==> src/rtl/npu_xpe_pkg.sv <==
// Shared xpe definitions: sequencer state encoding,
// layer mode codes and activation selects.
package npu_xpe_pkg;

    typedef enum logic [2:0] {
        ST_IDLE,
        ST_LUT,
        ST_RUN,
        ST_DRAIN,
        ST_DONE
    } xpe_state_e;

    localparam logic [3:0] MODE_CONV     = 4'd1;
    localparam logic [3:0] MODE_FC       = 4'd2;
    localparam logic [3:0] MODE_ADD      = 4'd3;
    localparam logic [3:0] MODE_POOL     = 4'd4;
    localparam logic [3:0] MODE_AVG_POOL = 4'd5;
    localparam logic [3:0] MODE_MATRIX   = 4'd6;
    localparam logic [3:0] MODE_DOTACC   = 4'd8;

    localparam logic [1:0] NOACT   = 2'd0;
    localparam logic [1:0] RELU    = 2'd1;
    localparam logic [1:0] SIGMOID = 2'd2;
    localparam logic [1:0] TANH    = 2'd3;

endpackage

==> src/rtl/xpe_lut_writer.sv <==
// Activation LUT loader: registers each accepted word
// onto the LUT write port and signals a full table.
module xpe_lut_writer #(
    parameter int LUT_DEPTH = 16,
    parameter int DW        = 24,
    parameter int AW        = $clog2(LUT_DEPTH)
) (
    input  logic          i_clk,
    input  logic          i_rst_n,
    input  logic          i_start,
    input  logic          i_wr,
    input  logic [DW-1:0] i_dat,
    output logic          o_done,
    output logic [DW-1:0] o_lut_wdata,
    output logic [AW-1:0] o_lut_addr,
    output logic          o_lut_we,
    output logic          o_lut_en
);

    localparam int IW = AW + 1;
    localparam logic [IW-1:0] IDX_FULL = IW'(LUT_DEPTH);

    logic [IW-1:0] idx;

    // Extra index bit lets the counter reach DEPTH without wrapping.
    assign o_done = (idx == IDX_FULL);

    always_ff @(posedge i_clk or negedge i_rst_n) begin
        if (!i_rst_n) begin
            idx         <= '0;
            o_lut_wdata <= '0;
            o_lut_addr  <= '0;
            o_lut_we    <= 1'b0;
            o_lut_en    <= 1'b0;
        end else begin
            o_lut_we <= i_wr;
            o_lut_en <= i_wr;
            if (i_start) begin
                idx <= '0;
            end else if (i_wr) begin
                idx         <= idx + 1'b1;
                o_lut_addr  <= idx[AW-1:0];
                o_lut_wdata <= i_dat;
            end
        end
    end

endmodule

==> src/rtl/xpe_layer_seq.sv <==
// Per-layer sequencer for xpe: accepts a layer command, optionally
// loads the activation LUT, runs until out_cnt valids, drains, done.
module xpe_layer_seq
    import npu_xpe_pkg::*;
#(
    parameter int OUT_CNT_WIDTH = 16,
    parameter int DRAIN_CYCLES  = 8,
    parameter int LUT_DEPTH     = 16
) (
    input  logic                     i_clk,
    input  logic                     i_rst_n,
    input  logic                     i_cmd_vld,
    output logic                     o_cmd_rdy,
    input  logic [3:0]               i_cmd_mode,
    input  logic [1:0]               i_cmd_xpe_mode,
    input  logic                     i_cmd_actfun_en,
    input  logic                     i_cmd_dotacc_en,
    input  logic [11:0]              i_cmd_q_encode,
    input  logic [OUT_CNT_WIDTH-1:0] i_cmd_out_cnt,
    input  logic                     i_cmd_lut_load,
    input  logic                     i_lut_vld,
    input  logic [23:0]              i_lut_dat,
    output logic                     o_lut_rdy,
    output logic [3:0]               o_mode,
    output logic [1:0]               o_xpe_mode,
    output logic                     o_actfun_en,
    output logic                     o_dotacc_en,
    output logic [3:0]               o_i_q_encode,
    output logic [3:0]               o_w_q_encode,
    output logic [3:0]               o_o_q_encode,
    output logic                     o_calc_en,
    output logic [23:0]              o_lut_wdata,
    output logic [3:0]               o_lut_addr,
    output logic                     o_lut_we,
    output logic                     o_lut_en,
    input  logic                     i_xpe_dat_vld,
    output logic                     o_busy,
    output logic                     o_layer_done,
    output logic                     o_err
);

    localparam int CW = OUT_CNT_WIDTH;
    localparam int DW = $clog2(DRAIN_CYCLES + 1);
    localparam logic [DW-1:0] DRAIN_LAST = DW'(DRAIN_CYCLES - 1);

    xpe_state_e    state;
    logic [CW-1:0] out_cnt_q;
    logic [CW-1:0] out_count;
    logic [DW-1:0] drain_cnt;
    logic          cmd_fire;
    logic          lut_wr;
    logic          lut_done;
    logic          vld_stray;

    // Ready drops once the table is full so no 17th word is consumed.
    assign o_cmd_rdy = (state == ST_IDLE);
    assign o_lut_rdy = (state == ST_LUT) && !lut_done;
    assign cmd_fire  = i_cmd_vld && o_cmd_rdy;
    assign lut_wr    = i_lut_vld && o_lut_rdy;
    assign vld_stray = i_xpe_dat_vld && (state == ST_IDLE ||
                       state == ST_LUT || state == ST_DRAIN);

    xpe_lut_writer #(
        .LUT_DEPTH (LUT_DEPTH),
        .DW        (24),
        .AW        (4)
    ) u_lut_writer (
        .i_clk       (i_clk),
        .i_rst_n     (i_rst_n),
        .i_start     (cmd_fire),
        .i_wr        (lut_wr),
        .i_dat       (i_lut_dat),
        .o_done      (lut_done),
        .o_lut_wdata (o_lut_wdata),
        .o_lut_addr  (o_lut_addr),
        .o_lut_we    (o_lut_we),
        .o_lut_en    (o_lut_en)
    );

    always_ff @(posedge i_clk or negedge i_rst_n) begin
        if (!i_rst_n) begin
            state        <= ST_IDLE;
            out_cnt_q    <= '0;
            out_count    <= '0;
            drain_cnt    <= '0;
            o_mode       <= '0;
            o_xpe_mode   <= '0;
            o_actfun_en  <= 1'b0;
            o_dotacc_en  <= 1'b0;
            o_i_q_encode <= '0;
            o_w_q_encode <= '0;
            o_o_q_encode <= '0;
            o_calc_en    <= 1'b0;
            o_busy       <= 1'b0;
            o_layer_done <= 1'b0;
            o_err        <= 1'b0;
        end else begin
            o_layer_done <= 1'b0;
            if (vld_stray) o_err <= 1'b1;
            unique case (state)
                ST_IDLE: begin
                    if (cmd_fire) begin
                        o_mode       <= i_cmd_mode;
                        o_xpe_mode   <= i_cmd_xpe_mode;
                        o_actfun_en  <= i_cmd_actfun_en;
                        o_dotacc_en  <= i_cmd_dotacc_en;
                        o_i_q_encode <= i_cmd_q_encode[11:8];
                        o_w_q_encode <= i_cmd_q_encode[7:4];
                        o_o_q_encode <= i_cmd_q_encode[3:0];
                        out_cnt_q    <= i_cmd_out_cnt;
                        out_count    <= '0;
                        drain_cnt    <= '0;
                        o_err        <= 1'b0;
                        o_busy       <= 1'b1;
                        if (i_cmd_lut_load) begin
                            state <= ST_LUT;
                        end else if (i_cmd_out_cnt != '0) begin
                            state     <= ST_RUN;
                            o_calc_en <= 1'b1;
                        end else begin
                            state <= ST_DRAIN;
                        end
                    end
                end
                ST_LUT: begin
                    if (lut_done) begin
                        if (out_cnt_q != '0) begin
                            state     <= ST_RUN;
                            o_calc_en <= 1'b1;
                        end else begin
                            state <= ST_DRAIN;
                        end
                    end
                end
                ST_RUN: begin
                    if (i_xpe_dat_vld) begin
                        out_count <= out_count + 1'b1;
                        if (out_count + 1'b1 == out_cnt_q) begin
                            state     <= ST_DRAIN;
                            o_calc_en <= 1'b0;
                        end
                    end
                end
                ST_DRAIN: begin
                    if (drain_cnt == DRAIN_LAST) begin
                        state        <= ST_DONE;
                        o_layer_done <= 1'b1;
                    end else begin
                        drain_cnt <= drain_cnt + 1'b1;
                    end
                end
                ST_DONE: begin
                    state  <= ST_IDLE;
                    o_busy <= 1'b0;
                end
                default: state <= ST_IDLE;
            endcase
        end
    end

endmodule

==> config.mk <==
export PLATFORM = sky130hd
export DESIGN_NAME = xpe_layer_seq
export DESIGN_NICKNAME = d
export VERILOG_FILES = /design/src/rtl/npu_xpe_pkg.sv /design/src/rtl/xpe_lut_writer.sv /design/src/rtl/xpe_layer_seq.sv
export SDC_FILE = /design/constraint.sdc
export NUM_CORES = 1
export LEC_CHECK = 0
export CORE_MARGIN = 2
export CORE_UTILIZATION = 45
export CTS_CLUSTER_SIZE = 20
export DETAILED_ROUTE_END_ITERATION = 6
export PLACE_DENSITY = 0.75
export SLEW_MARGIN = 30
export SYNTH_ARGS = -nofsm -noshare
export SYNTH_HDL_FRONTEND = slang
export SYNTH_SLANG_ARGS = --single-unit
==> constraint.sdc <==
create_clock -name i_clk -period 5.9 [get_ports i_clk]
set_clock_uncertainty 0.05 [all_clocks]
set_input_delay 1.475 -clock i_clk [delete_from_list [all_inputs] [get_ports i_clk]]
set_output_delay 1.475 -clock i_clk [all_outputs]
set_load 0.01 [all_outputs]
Yosys cells after proc, flatten, opt, wreduce, memory -nomap -nowiden --
Cells that the tools add are included.
Operators by class: $add $sub $neg 3, equal/unequal tests 16, muxes and demuxes 32, bitwise gates (word level) 1, reduce and logical (&&, ||, !) cells 22
Operators by type and width (count):
- $mux W16 | 2
- $pmux W16 S2 | 1
- $reduce_bool A16 Y1 | 2
- $add A16 B1 Y16 const B | 1
- $eq A16 B16 Y1 | 1
- $mux W1 | 15
- $mux W3 | 5
- $pmux W3 S4 | 1
- $mux W5 | 2
- $ne A2 B2 Y1 const B | 5
- $mux W4 | 2
- $ne A2 B1 Y1 const B | 4
- $pmux W4 S2 | 1
- $reduce_and A8 Y1 | 1
- $reduce_bool A2 Y1 | 4
- $eq A3 B2 Y1 const B | 2
- $reduce_and A2 Y1 | 3
- $reduce_and A3 Y1 | 2
- $add A5 B1 Y5 const B | 1
- $eq A5 B5 Y1 const B | 1
- $reduce_and A5 Y1 | 1
- $add A4 B1 Y4 const B | 1
- $eq A4 B3 Y1 const B | 1
- $logic_and A1 B1 Y1 | 4
- 10 further kinds | 11
Word-level totals: register bits 97, bits of input ports 66, logic and storage cells 93

Longest topological paths before layout --
depth after elaboration 7, mapped depth 10, mapped depth without buffers 9

Cells and area by module --
A second synthesis with hierarchy kept.
Unflattened totals: cell total of the unflattened synthesis 491, area total of the unflattened synthesis 4918.5 µm²
Modules (own cells, without submodules):
- xpe_layer_seq | times used 1, cells each 403, area each 3442.1 µm², seq. area each 1576.5 µm²
- xpe_lut_writer | times used 1, cells each 88, area each 1476.4 µm², seq. area each 850.8 µm²

Least setup slack after synthesis --
No wires, ideal clock.
kind input to register, from in i_cmd_vld, to reg out_count[8], data arrival time 2414 ps, required time 5740 ps, path slack 3326 ps, stages on the path 6, path buffers 2, cells stage by stage and2_1 -> buf_2 -> nor2_1 -> clkbuf_1 -> o21ai_0 -> o41ai_1
On the way: cells in the longest elaborated chain, start to end 3
RTL lines:
- start: declaration | line xpe_layer_seq.sv:12 | input logic i_cmd_vld,
- $logic_and A1 B1 Y1 | line xpe_layer_seq.sv:58 | assign cmd_fire = i_cmd_vld && o_cmd_rdy;
- $ne A2 B1 Y1 (no line)
- $reduce_and A3 Y1 (no line)
- end signal: assignment | line xpe_layer_seq.sv:137 | out_count <= out_count + 1'b1;
- end: declaration | line xpe_layer_seq.sv:48 | logic [CW-1:0] out_count;
No other way between the ends. A chain may end at the register's enable or synchronous reset.

Worst setup path after layout --
from reg state[0], to out o_lut_rdy
On the way: cells in the longest elaborated chain, start to end 2
RTL lines:
- start: declaration | line xpe_layer_seq.sv:46 | xpe_state_e state;
- start signal: assignment | line xpe_layer_seq.sv:82 | state <= ST_IDLE;
- start signal: assignment | line xpe_layer_seq.sv:116 | state <= ST_LUT;
- start signal: assignment | line xpe_layer_seq.sv:118 | state <= ST_RUN;
- $eq A3 B1 Y1 | line xpe_layer_seq.sv:57 | assign o_lut_rdy = (state == ST_LUT) && !lut_done;
- $logic_and A1 B1 Y1 | line xpe_layer_seq.sv:57
- end: declaration | line xpe_layer_seq.sv:23 | output logic o_lut_rdy,
No other way between the ends.

==> run_results.csv <==
group,metric,value,unit
cells_and_area,drive_gt1_frac,0.0803,
timing,max_freq,272,MHz
grt,grt_max_degree,64,
cells_and_area,syn2layout_area_growth,31.3,%
timing,finalCritPeriodShare,0.624,
job,drv_cap,0,
power,p_per_area,200,nW/um^2
placed_design,placed_cell_area,5910,sq um
synth,synth.avg_cell_area,9.33,sq um
synth,ys_ff_latch,97,
cells_and_area,nNetsFinal,675,
detailed_routing,routedWlPerCell,14.6,um
power,vdd_drop_max,0.117,mV
synth,synth_seq_area_share,0.523,
synth,ys_dominant_reg_cell,"dfrtp_1",
clock_tree,cts_tree,"done",
clock_tree,numCtsBuffers,9,
power,switching_power,320,uW
detailed_routing,dr.pass1.iters,6,
timing,hold_viol_final,0,
grt,gr-total-overflow,0,
synth,ys_warn_count,0,
power,p_seq_frac,0.568,
detailed_routing,num_vias,3924,
floorplan,die_w,106,um
clock_tree,clk_latency,0.37,ns
outcome,status,"complete, no violations",
setup_path,setup.worst_path.end_class,"output port",
setup_path,crit_path_start_kind,"register",
floorplan,die_h,106,um
detailed_routing,drtIter0Drc,215,
cells_and_area,diodes,0,
clock_tree,clockRootBuffer,"clkbuf_8",
placed_design,gp_congestion,0.835,
synth,synth_edf_count,0,
floorplan,start_util,0.456,
clock_tree,clkTransAtPathRegs,0.10,ns
synth,synth_nets,568,
synth,syn_area,4640,sq um
synth,syn_inst,498,
detailed_routing,wl,10900,um
timing,finalSetupViolations,0,
timing,maxSlewViolCount,0,
timing,tightest_slew,0.929,ns
synth,yosysTopAreaCell,"dfrtp_1",
floorplan,die_area,11100,sq um
synth,netlist.area_leader.share,0.523,
floorplan,num_rows,37,
grt,grt_pass1_vias,3906,
timing,max-slew-margin-rel,0.380,
synth,synth.area.top_cells,"dfrtp_1 52%, nand2_1 13%, mux2_2 3.6%",
cells_and_area,seqCellArea,2430,sq um
setup_path,crit_fanout,9,
placed_design,portBuffers,121,
clock_tree,post-cts-setup-buffers,0,
placed_design,place_hpwl,7720,um
synth,synth_cell_types,58,
detailed_routing,drc,0,
grt,grt_pass1_wl,18300,um
power,leakage,0.00278,uW
setup_path,worstSetupPathType,"reg2out",
detailed_routing,ant_nets,0,
setup_path,reg2reg_setup_slack,3.01,ns
clock_tree,postCtsHoldBufs,0,
cells_and_area,fin_area,6100,sq um
power,swShare,0.263,
min_path,hp-class,"reg2reg",
power,p_int,896,uW
timing,fin_tns_setup,0,ns
cells_and_area,final.fill_count,889,
clock_tree,h-tree-depth,3,
setup_path,crit_arrival,2.16,ns
clock_tree,cts_resized,0,
grt,track_usage,0.203,
timing,rsz0062_at_grt,"false",
cells_and_area,multi_input_area,2050,sq um
floorplan,core-area,10200,sq um
synth,async_flop_share,1.00,
timing,finalCriticalPeriod,3.68,ns
power,p_clk_frac,0.336,
floorplan,io_pins,122,
power,comb_power_share,0.097,
clock_tree,clock_sinks,97,
grt,antenna_found_initial,0,
detailed_routing,via_per_inst,5.26,
setup_path,worstPathRequired,4.38,ns
clock_tree,cts_buffer_depth,2,
[worst max-delay path, cell delays in order, from the launching register on]
cell and delay [ns]:
dfrtp_1 0.50, nor3b_1 0.42, nor2b_1 0.30, clkdlybuf4s50_1 0.58
[worst paths after layout]
kind | startpoint | end | depth (start not counted)
worst max-delay path | state[0] | o_lut_rdy | 3
worst min-delay path | o_actfun_en | o_actfun_en | 2
worst max register to register | state[0] | u_lut_writer.idx[4] | 8
worst min register to register | o_actfun_en | o_actfun_en | 2
max in group asynchronous | i_rst_n | out_cnt_q[1] | 2
min in group asynchronous | i_rst_n | o_actfun_en | 1
[power by group through the flow]
stage | Sequential, uW | Clock, uW | Combinational [uW]
global placement | 703 | 0 | 116
finish | 691 | 408 | 118
CTS | 690 | 425 | 119
detailed placement | 703 | 0 | 118
floorplan | 692 | 0 | 60.5
global route | 693 | 451 | 129
[cell families (layout without fill, tap and decap cells)]
family,count (synthesis),count (layout),synth area share
AOI/OAI and AO/OA,71,71,0.101
xor gates and xnor gates,23,23,0.0434
adders and majority gates,4,4,0.0108
buffers and inverters,37,149,0.0364
DFF,97,97,0.523
muxes,16,16,0.0385
and+or+nand+nor,250,250,0.248
[cell usage after synthesis (all sizes together), types with 2 or more instances]
cell / n
nand2: 166
dfrtp: 97
nor2: 29
o21ai: 28
xnor2: 16
buf: 15
mux2: 15
clkbuf: 13
nor4: 12
inv: 9
a21oi: 8
nand3: 8
nand4: 8
nor3: 7
xor2: 7
o31ai: 6
and2: 5
ha: 4
a31oi: 3
nor2b: 3
or4: 3
a211o: 2
a22o: 2
a2bb2oi: 2
a311o: 2
a41oi: 2
nand4b: 2
o21bai: 2
o22ai: 2
o41ai: 2
or3: 2
[per-stage QoR]
stage	std cells	total power, uW	hold slack [ns]	setup WS (ns)	util
after CTS	746	1230	0.438	2.20	0.599
after global placement	730	819	0.407	2.28	0.580
final	746	1220	0.430	2.22	0.599
after global routing	746	1270	0.462	2.02	0.599
after detailed placement	730	822	0.411	2.26	0.580
after floorplan	498	752	0.424	3.33	-
[cell usage in the layout (no fill, tap or decap), drive strengths merged, types with 3 or more instances in the layout]
cell             n
ha               4
nor4            12
xor2             7
clkbuf           9
buf              4
xnor2           16
nor3             7
nand4            8
inv             13
o21ai           28
clkdlybuf4s50  120
o31ai            6
mux2            15
dfrtp           97
nand3            8
and2             5
nand2          166
or4              3
a21oi            8
a31oi            3
nor2b            3
nor2            29
[sequential cells by signal, indices dropped and copies added (netlist names), 2 cells and up]
| name | count |
|---|---|
| drain_cnt | 4 |
| o_i_q_encode | 4 |
| o_mode | 4 |
| o_o_q_encode | 4 |
| o_w_q_encode | 4 |
| o_xpe_mode | 2 |
| out_cnt_q | 16 |
| out_count | 16 |
| state | 3 |
| u_lut_writer.idx | 5 |
| u_lut_writer.o_lut_addr | 4 |
| u_lut_writer.o_lut_wdata | 24 |
[routing by layer]
layer	vias to the layer above	global-route usage	wire length, um
li1	1905	-	-
met1	1871	0.260	4860
met2	133	0.335	5150
met3	15	0.0575	732
met4	0	0.0620	174
met5	-	0	0
[layout make-up]
type,instances,share of cell area
inverters,9,0.00554
flip-flops and latches,97,0.398
repair buffers,124,0.202
well taps,136,0.0279
multi-input cells,364,0.336
clock buffers,9,0.0203
clock inverters,7,0.00985
No activity file was read; power rests on OpenSTA's default activity.
